<file path="src/rtl/mem_arbiter_if.sv">
// rtl/mem_arbiter_if.sv - requester and memory side signals of the two-port memory arbiter
interface mem_arbiter_if #(
  parameter int ADDR_W = 10,
  parameter int DATA_W = 32,
  parameter int LINE_W = 128
);
  logic              req0;
  logic              we0;
  logic [ADDR_W-1:0] addr0;
  logic [DATA_W-1:0] wdata0;
  logic              done0;
  logic              req1;
  logic              we1;
  logic [ADDR_W-1:0] addr1;
  logic [DATA_W-1:0] wdata1;
  logic              done1;
  logic [LINE_W-1:0] rdata;
  logic              busy;
  logic              mem_read;
  logic              mem_write;
  logic [ADDR_W-1:0] mem_addr;
  logic [DATA_W-1:0] mem_wdata;
  logic [LINE_W-1:0] mem_rdata;
  logic              mem_ready;

  // The arbiter side.
  modport master (
    input  req0, we0, addr0, wdata0, req1, we1, addr1, wdata1, mem_rdata, mem_ready,
    output done0, done1, rdata, busy, mem_read, mem_write, mem_addr, mem_wdata
  );

  // The cache controllers and memory side.
  modport slave (
    output req0, we0, addr0, wdata0, req1, we1, addr1, wdata1, mem_rdata, mem_ready,
    input  done0, done1, rdata, busy, mem_read, mem_write, mem_addr, mem_wdata
  );
endinterface

</file>
<file path="src/rtl/mem_arbiter.sv">
// rtl/mem_arbiter.sv - round-robin arbiter sharing one main memory between two cache controllers
module mem_arbiter #(
  parameter int ADDR_W = 10,
  parameter int DATA_W = 32,
  parameter int LINE_W = 128
) (
  input  logic           clk,
  input  logic           reset,
  mem_arbiter_if.master  bus
);

  typedef enum logic [1:0] {IDLE, ACCESS, RESP} state_t;

  state_t            state, state_d;
  logic              last_grant, last_grant_d;
  logic              grant;
  logic              rd_q, rd_d;
  logic              wr_q, wr_d;
  logic [ADDR_W-1:0] addr_q, addr_d;
  logic [DATA_W-1:0] wdata_q, wdata_d;
  logic [LINE_W-1:0] rdata_q, rdata_d;
  logic              done0_q, done0_d;
  logic              done1_q, done1_d;

  always_ff @(posedge clk or posedge reset) begin
    if (reset) begin
      state      <= IDLE;
      last_grant <= 1'b1;
      rd_q       <= 1'b0;
      wr_q       <= 1'b0;
      addr_q     <= '0;
      wdata_q    <= '0;
      rdata_q    <= '0;
      done0_q    <= 1'b0;
      done1_q    <= 1'b0;
    end else begin
      state      <= state_d;
      last_grant <= last_grant_d;
      rd_q       <= rd_d;
      wr_q       <= wr_d;
      addr_q     <= addr_d;
      wdata_q    <= wdata_d;
      rdata_q    <= rdata_d;
      done0_q    <= done0_d;
      done1_q    <= done1_d;
    end
  end

  // last_grant doubles as the owner of the in-flight access.
  always_comb begin
    state_d      = state;
    last_grant_d = last_grant;
    rd_d         = rd_q;
    wr_d         = wr_q;
    addr_d       = addr_q;
    wdata_d      = wdata_q;
    rdata_d      = rdata_q;
    done0_d      = 1'b0;
    done1_d      = 1'b0;
    grant        = 1'b0;
    case (state)
      IDLE: begin
        if (bus.req0 || bus.req1) begin
          grant        = (bus.req0 && bus.req1) ? ~last_grant : bus.req1;
          last_grant_d = grant;
          addr_d       = grant ? bus.addr1  : bus.addr0;
          wdata_d      = grant ? bus.wdata1 : bus.wdata0;
          wr_d         = grant ? bus.we1    : bus.we0;
          rd_d         = ~wr_d;
          state_d      = ACCESS;
        end
      end
      ACCESS: begin
        if (bus.mem_ready) begin
          rd_d    = 1'b0;
          wr_d    = 1'b0;
          if (rd_q)
            rdata_d = bus.mem_rdata;
          done0_d = ~last_grant;
          done1_d = last_grant;
          state_d = RESP;
        end
      end
      RESP:    state_d = IDLE;
      default: state_d = IDLE;
    endcase
  end

  assign bus.done0     = done0_q;
  assign bus.done1     = done1_q;
  assign bus.rdata     = rdata_q;
  assign bus.busy      = (state != IDLE);
  assign bus.mem_read  = rd_q;
  assign bus.mem_write = wr_q;
  assign bus.mem_addr  = addr_q;
  assign bus.mem_wdata = wdata_q;

endmodule

</file>
<file path="src/flat_wrapper.sv">
// flat-port wrapper written by rule: the top's interface ports become plain ports
module mem_arbiter_flat 
#(
  parameter int ADDR_W = 10,
  parameter int DATA_W = 32,
  parameter int LINE_W = 128
)
  (clk, reset, bus_req0, bus_we0, bus_addr0, bus_wdata0, bus_req1, bus_we1, bus_addr1, bus_wdata1, bus_mem_rdata, bus_mem_ready, bus_done0, bus_done1, bus_rdata, bus_busy, bus_mem_read, bus_mem_write, bus_mem_addr, bus_mem_wdata);
  mem_arbiter_if #(.ADDR_W(ADDR_W), .DATA_W(DATA_W), .LINE_W(LINE_W)) bus_i ();
  input  logic clk;
  input  logic reset;
  input wire logic [$bits(bus_i.req0)-1:0] bus_req0;
  input wire logic [$bits(bus_i.we0)-1:0] bus_we0;
  input wire logic [$bits(bus_i.addr0)-1:0] bus_addr0;
  input wire logic [$bits(bus_i.wdata0)-1:0] bus_wdata0;
  input wire logic [$bits(bus_i.req1)-1:0] bus_req1;
  input wire logic [$bits(bus_i.we1)-1:0] bus_we1;
  input wire logic [$bits(bus_i.addr1)-1:0] bus_addr1;
  input wire logic [$bits(bus_i.wdata1)-1:0] bus_wdata1;
  input wire logic [$bits(bus_i.mem_rdata)-1:0] bus_mem_rdata;
  input wire logic [$bits(bus_i.mem_ready)-1:0] bus_mem_ready;
  output wire logic [$bits(bus_i.done0)-1:0] bus_done0;
  output wire logic [$bits(bus_i.done1)-1:0] bus_done1;
  output wire logic [$bits(bus_i.rdata)-1:0] bus_rdata;
  output wire logic [$bits(bus_i.busy)-1:0] bus_busy;
  output wire logic [$bits(bus_i.mem_read)-1:0] bus_mem_read;
  output wire logic [$bits(bus_i.mem_write)-1:0] bus_mem_write;
  output wire logic [$bits(bus_i.mem_addr)-1:0] bus_mem_addr;
  output wire logic [$bits(bus_i.mem_wdata)-1:0] bus_mem_wdata;
  assign bus_i.req0 = bus_req0;
  assign bus_i.we0 = bus_we0;
  assign bus_i.addr0 = bus_addr0;
  assign bus_i.wdata0 = bus_wdata0;
  assign bus_i.req1 = bus_req1;
  assign bus_i.we1 = bus_we1;
  assign bus_i.addr1 = bus_addr1;
  assign bus_i.wdata1 = bus_wdata1;
  assign bus_i.mem_rdata = bus_mem_rdata;
  assign bus_i.mem_ready = bus_mem_ready;
  assign bus_done0 = bus_i.done0;
  assign bus_done1 = bus_i.done1;
  assign bus_rdata = bus_i.rdata;
  assign bus_busy = bus_i.busy;
  assign bus_mem_read = bus_i.mem_read;
  assign bus_mem_write = bus_i.mem_write;
  assign bus_mem_addr = bus_i.mem_addr;
  assign bus_mem_wdata = bus_i.mem_wdata;
  mem_arbiter #(.ADDR_W(ADDR_W), .DATA_W(DATA_W), .LINE_W(LINE_W)) u_core (.clk(clk), .reset(reset), .bus(bus_i));
endmodule
</file>
<file path="config.mk">
export PLATFORM = sky130hd
export DESIGN_NAME = mem_arbiter_flat
export DESIGN_NICKNAME = d
export VERILOG_FILES = /design/src/rtl/mem_arbiter_if.sv /design/src/rtl/mem_arbiter.sv /design/src/flat_wrapper.sv
export SDC_FILE = /design/constraint.sdc
export NUM_CORES = 1
export LEC_CHECK = 0
export ABC_AREA = 1
export BUFFER_PORTS_ARGS = -buffer_cell sky130_fd_sc_hd__buf_4
export CAP_MARGIN = 0
export CORE_AREA = 3 3 154 156
export DETAILED_ROUTE_END_ITERATION = 16
export DIE_AREA = 0 0 157 159
export MAX_ROUTING_LAYER = met4
export SYNTH_ARGS = -nofsm -noshare
export SYNTH_HDL_FRONTEND = slang
export SYNTH_SLANG_ARGS = --single-unit
</file>
<file path="constraint.sdc">
create_clock -name clk -period 12.7 [get_ports clk]
set_input_delay 1.27 -clock clk [delete_from_list [all_inputs] [get_ports clk]]
set_output_delay 1.27 -clock clk [all_outputs]
set_load 0.05 [all_outputs]
</file>
==> results.sh, run 1 <==
export IMPL_run_status="finished clean"
export IMPL_rr_startpoint="u_core.bus.mem_read"
export IMPL_grtUsageTotal_pct=20.5
export IMPL_synth_compound_area_share_pct=8.84
export IMPL_p_switching_mw=1.76
export IMPL_core_rowCount=55
export IMPL_ctsResizeCount=0
export IMPL_synth_top_family_by_area="simple AND/OR/NAND/NOR gates"
export IMPL_r2r_cells=5
export IMPL_seqPwrFrac_pct=28.0
export IMPL_postCtsSetupRepairBufs=0
export IMPL_path_clk_slew_ns=0.08
export IMPL_min_period_over_period_pct=24.2
export IMPL_viasPerCell=4.66
export IMPL_synth_cell_type_count=19
export IMPL_finalMaxSlewViolations=0
export IMPL_hold_viol_final=0
export IMPL_cp_cell_sequence="buf_4 > nand3_4 > nor2_4 > buf_4 > nand2_1 > nand2_1"
export IMPL_numClockSinks=177
export IMPL_fin_nets=1482
export IMPL_synth_nets=1127
export IMPL_grt_pass1_vias=7068
export IMPL_max_freq_ghz=0.325
export IMPL_core_area_sq_mm=0.0225
export IMPL_hold_end="u_core.state[0]"
export IMPL_cts_tree="done"
export IMPL_ios=394
export IMPL_cp_slowest_cell="buf_4"
export IMPL_power_mw=3.37
export IMPL_rsz0062_at_grt="no"
export IMPL_synth_area_mux_share_pct=0
export IMPL_setup_worst_path_start_class="input port"
export IMPL_grt_max_degree=114
export IMPL_finalCriticalPeriod_ns=3.08
export IMPL_cts_htree_levels=4
export IMPL_placedCellCount=1529
export IMPL_post_drt_wl_per_cell_um=16.2
export IMPL_cp_required_ns=13.06
export IMPL_place_ws_ns=9.15
export IMPL_ys_ff_latch=177
export IMPL_cp_max_fo=95
export IMPL_syn_to_final_growth_pct=49.2
export IMPL_hp_class="reg -> reg"
export IMPL_worstSetupEndpointType="register"
export IMPL_drtIter0Drc=591
export IMPL_crit_buf_inv=2
export IMPL_slew_headroom_pct=28.5
export IMPL_finalSetupViolCount=0
export IMPL_yosysTopAreaCellShare_pct=58.7
export IMPL_clockBufferDepth=2
export IMPL_final_common_cell="nand2_1"
export IMPL_syn_avg_cell_area_sq_um=8.26
export IMPL_crit_family="simple AND/OR/NAND/NOR gates"
export IMPL_path_class="in -> reg"
export IMPL_power_leakage_nw=6.18
export IMPL_p_int_mw=1.61
export IMPL_start_util_pct=33.3
export IMPL_slowest_delay_ns=0.86
export IMPL_dp_final_hpwl_um=17900
export IMPL_clk_latency_ns=0.43
export IMPL_drt_total_wl_um=25300
export IMPL_synth_area_leaders="dfrtp_1 (59%), nand2_1 (24%), o21ai_0 (8.7%)"
export IMPL_worst_ir_drop_vdd_uv=128
export IMPL_reg2reg_slack_ns=9.74
export IMPL_die_area_sq_mm=0.0250
export IMPL_ant_nets=0
export IMPL_p_comb_share_pct=55.6
export IMPL_setup_ws_ns=9.62
export IMPL_worstPathArrival_ns=3.44
export IMPL_skew_ns=0.00965
export IMPL_seq_area_frac_synth_pct=59.1
export IMPL_worst_slew_pin_slew_ns=1.07
export IMPL_synth_simple_area_share_pct=27.4
export IMPL_io_buffers=393
export IMPL_layout_common_cells="nand2_1 (471), buf_4 (400), dfrtp_1 (176)"
export IMPL_insertedDiodeCount=0
export IMPL_root_buffer="clkbuf_16"
export IMPL_synth_fa_ha_area_share_pct=0
export IMPL_syn_area_sq_mm=0.00750
export IMPL_layout_cells_non_filler=1561
export IMPL_firstDrtPassIters=4
export IMPL_drive_gt1_share_pct=34.6
export IMPL_die_h_um=159
export IMPL_holdPathStages=1
export IMPL_drc_errors=0
export IMPL_synth_xor_xnor_area_share_pct=0
export IMPL_hold_start="u_core.state[1]"
export IMPL_swShare_pct=52.2
export IMPL_synth_area_leader_cell="dfrtp_1"
export IMPL_die_w_um=157
export IMPL_place_congestion=0.827
export IMPL_fin_setup_tns_ns=0
export IMPL_grt_antenna_before_repair=0
export IMPL_ys_warn_count=0
export IMPL_maxCapViolations=0
export IMPL_grt_ovfl_total=0
export IMPL_pwr_share_clk_pct=16.4
export IMPL_grt_pass1_wl_um=39300
export IMPL_vias=7270
export IMPL_syn_inst=908
export IMPL_cts_made_buffers=17
export IMPL_holdBufCountCts=0
export IMPL_power_density_mw_per_mm2=302
export IMPL_r2r_end="u_core.bus.rdata[21]"
-- layout make-up --
class,instances,area [sq um]
Multi-Input combinational cell,658,2740
Clock buffer,17,425
Tap cell,285,357
Timing Repair Buffer,400,3000
Sequential cell,177,4430
Fill cell,2226,11300
Clock inverter,15,196
Inverter,9,40.0
-- metrics by stage --
step	util (%)	hold WS, ns	instance area [sq um]
floorplan	-	0.452	7500
global placement	47.0	0.465	10600
detailed placement	47.0	0.466	10600
CTS	49.7	0.483	11200
global route	49.7	0.498	11200
finish	49.7	0.479	11200
-- power by group through the flow --
stage                     combinational, mW  sequential, mW  clock, mW
after floorplan                       0.404            1.81          0
after global placement                 1.89           0.946          0
after detailed placement               1.90           0.953          0
after CTS                              1.90           0.947      0.569
after global routing                   1.99           0.977      0.594
final                                  1.88           0.945      0.554
-- kinds of logic after synthesis --
logic type	Yosys count
simple gates	526
buf+inv	73
compound gates	132
flops	177
-- metal layers --
layer,up-vias,global-route usage (%),routed length (um)
met5,-,-,0
met4,0,7.60,799
met3,42,3.64,1330
met2,224,33.0,12800
met1,3428,25.7,10400
li1,3576,-,-
-- worst max-delay path by stage --
stage,from,endpoint,slack [ns],cells past startpoint
after floorplan,reset,u_core.bus.done0,6.63,1
after global placement,bus_mem_ready,u_core.bus.rdata[115],9.18,6
after detailed placement,bus_mem_ready,u_core.bus.rdata[21],9.15,6
after CTS,bus_mem_ready,u_core.bus.rdata[21],9.62,6
after global routing,u_core.bus.mem_read,u_core.bus.rdata[35],9.35,5
final,bus_mem_ready,u_core.bus.rdata[21],9.62,6
-- flip-flops by register name, indices dropped and copies added (netlist names) --
register	count
u_core.bus.rdata	128
u_core.bus.mem_wdata	32
u_core.bus.mem_addr	10
u_core.state	2
u_core.bus.done0	1
u_core.bus.done1	1
u_core.bus.mem_read	1
u_core.bus.mem_write	1
u_core.last_grant	1
-- synthesized netlist by cell type --
library cell	n
buf_2	18
buf_1	7
inv_1	8
nor2_1	5
clkbuf_1	24
dfstp_2	1
nand3_2	1
nand2_2	2
inv_2	1
nand2_1	471
o31ai_1	1
nor2_2	1
nor2_4	1
a21oi_1	1
o21ai_0	130
nand4_1	1
dfrtp_1	176
buf_4	15
nand3_1	44
(Power assumes the default switching activity.)
==> run 2: changes to the inputs <==
==> constraint.sdc (replaced) <==
create_clock -name clk -period 2.76 [get_ports clk]
set_input_delay 0.276 -clock clk [delete_from_list [all_inputs] [get_ports clk]]
set_output_delay 0.276 -clock clk [all_outputs]
set_load 0.05 [all_outputs]
==> results.sh, run 2 (same netlist as run 1, synthesis figures left out) <==
export IMPL_grt_pass1_vias=7153
export IMPL_crit_family="simple AND/OR/NAND/NOR gates"
export IMPL_insertedDiodeCount=0
export IMPL_maxCapViolations=0
export IMPL_cts_htree_levels=4
export IMPL_die_area_sq_mm=0.0250
export IMPL_cts_tree="done"
export IMPL_cp_cell_sequence="nor2_1 > inv_1 > nor2_4 > buf_4 > nand2_1 > nand2_1"
export IMPL_clockBufferDepth=2
export IMPL_skew_ns=0.0129
export IMPL_pwr_share_clk_pct=16.2
export IMPL_worstPathArrival_ns=2.24
export IMPL_numClockSinks=177
export IMPL_final_common_cell="nand2_1"
export IMPL_finalMaxSlewViolations=0
export IMPL_crit_top_cell="nand2_1"
export IMPL_place_ws_ns=0.829
export IMPL_io_buffers=393
export IMPL_cp_slowest_cell="nor2_4"
export IMPL_hp_class="in -> reg"
export IMPL_ant_nets=0
export IMPL_die_h_um=159
export IMPL_worst_slew_pin_slew_ns=0.983
export IMPL_p_switching_mw=8.18
export IMPL_finalSetupViolCount=0
export IMPL_postCtsSetupRepairBufs=0
export IMPL_grt_pass1_wl_um=39900
export IMPL_grt_ovfl_total=0
export IMPL_power_leakage_nw=6.23
export IMPL_largest_register_ff_count=128
export IMPL_syn_to_final_growth_pct=50.7
export IMPL_run_status="finished clean"
export IMPL_worst_ir_drop_vdd_uv=582
export IMPL_clk_latency_ns=0.43
export IMPL_fin_setup_tns_ns=0
export IMPL_min_period_over_period_pct=68.1
export IMPL_place_congestion=0.837
export IMPL_grt_max_degree=107
export IMPL_firstDrtPassIters=5
export IMPL_die_w_um=157
export IMPL_slowest_delay_ns=0.49
export IMPL_swShare_pct=52.5
export IMPL_fin_nets=1489
export IMPL_layout_common_cells="nand2_1 (471), buf_4 (401), dfrtp_1 (176)"
export IMPL_drive_gt1_share_pct=34.9
export IMPL_drc_errors=0
export IMPL_path_clk_slew_ns=0.08
export IMPL_start_util_pct=33.3
export IMPL_hold_viol_final=0
export IMPL_p_comb_share_pct=55.9
export IMPL_setup_ws_ns=0.881
export IMPL_drt_total_wl_um=25700
export IMPL_cp_required_ns=3.13
export IMPL_drtIter0Drc=595
export IMPL_root_buffer="clkbuf_16"
export IMPL_worstSetupEndpointType="register"
export IMPL_seqPwrFrac_pct=27.9
export IMPL_setup_worst_path_start_class="register"
export IMPL_ios=394
export IMPL_rsz0062_at_grt="no"
export IMPL_grt_antenna_before_repair=0
export IMPL_viasPerCell=4.67
export IMPL_post_drt_wl_per_cell_um=16.4
export IMPL_crit_buf_inv=2
export IMPL_dp_final_hpwl_um=18000
export IMPL_vias=7317
export IMPL_grtUsageTotal_pct=20.7
export IMPL_cp_max_fo=25
export IMPL_path_class="reg -> reg"
export IMPL_p_int_mw=7.40
export IMPL_ctsResizeCount=0
export IMPL_core_area_sq_mm=0.0225
export IMPL_cts_made_buffers=17
export IMPL_finalCriticalPeriod_ns=1.88
export IMPL_slew_headroom_pct=34.3
export IMPL_max_freq_ghz=0.532
export IMPL_core_rowCount=55
export IMPL_holdBufCountCts=0
export IMPL_power_density_mw_per_mm2=1380
[run 2: worst min-delay path: stages]
cell,delay [ns]
buf_4,0.07
nand2_1,0.04
nand2_1,0.05
[run 2: path summary, 6_finish.rpt]
kind	startpoint	end	slack (ns)	depth (start not counted)
hold reg to reg	u_core.bus.mem_wdata[22]	u_core.bus.mem_wdata[22]	0.48	2
min in group asynchronous	reset	u_core.bus.mem_wdata[12]	0.07	2
hold / removal	bus_mem_rdata[11]	u_core.bus.rdata[11]	0.04	3
setup / recovery	u_core.state[0]	u_core.bus.mem_wdata[27]	0.88	6
max in group asynchronous	reset	u_core.last_grant	1.95	3
setup reg to reg	u_core.state[0]	u_core.bus.mem_wdata[27]	0.88	6
[run 2: metrics by stage]
stage               utilization, %  cell area (sq um)  power [mW]  hold WS, ns  std cells
floorplan                        -               7500        10.2        0.371        908
global placement              47.5              10700        13.1        0.464       1536
detailed placement            47.5              10700        13.2        0.466       1536
CTS                           50.2              11300        15.8       0.0153       1568
global route                  50.2              11300        16.4       0.0117       1568
finish                        50.2              11300        15.6       0.0364       1568
[run 2: layout make-up]
cell class | count | area (sq um)
inverter | 9 | 38.8
fill | 2200 | 11200
timing repair buffer | 407 | 3130
tap | 285 | 357
clock buffer | 17 | 425
clock inverter | 15 | 181
multi-input combinational | 658 | 2740
sequential | 177 | 4430
[run 2: per-layer routing]
metal / wire length [um] / vias to the layer above / track usage, %
met5: 0 / - / -
met4: 709 / 0 / 6.37
met3: 1610 / 31 / 4.70
met2: 12800 / 250 / 33.3
met1: 10600 / 3444 / 26.1
li1: - / 3592 / -
[run 2: power groups by stage]
stage	Sequential, mW	Combinational (mW)	Clock, mW
after global placement	4.37	8.75	0
after floorplan	8.34	1.86	0
final	4.35	8.71	2.52
after global routing	4.51	9.24	2.69
after CTS	4.36	8.82	2.59
after detailed placement	4.38	8.82	0
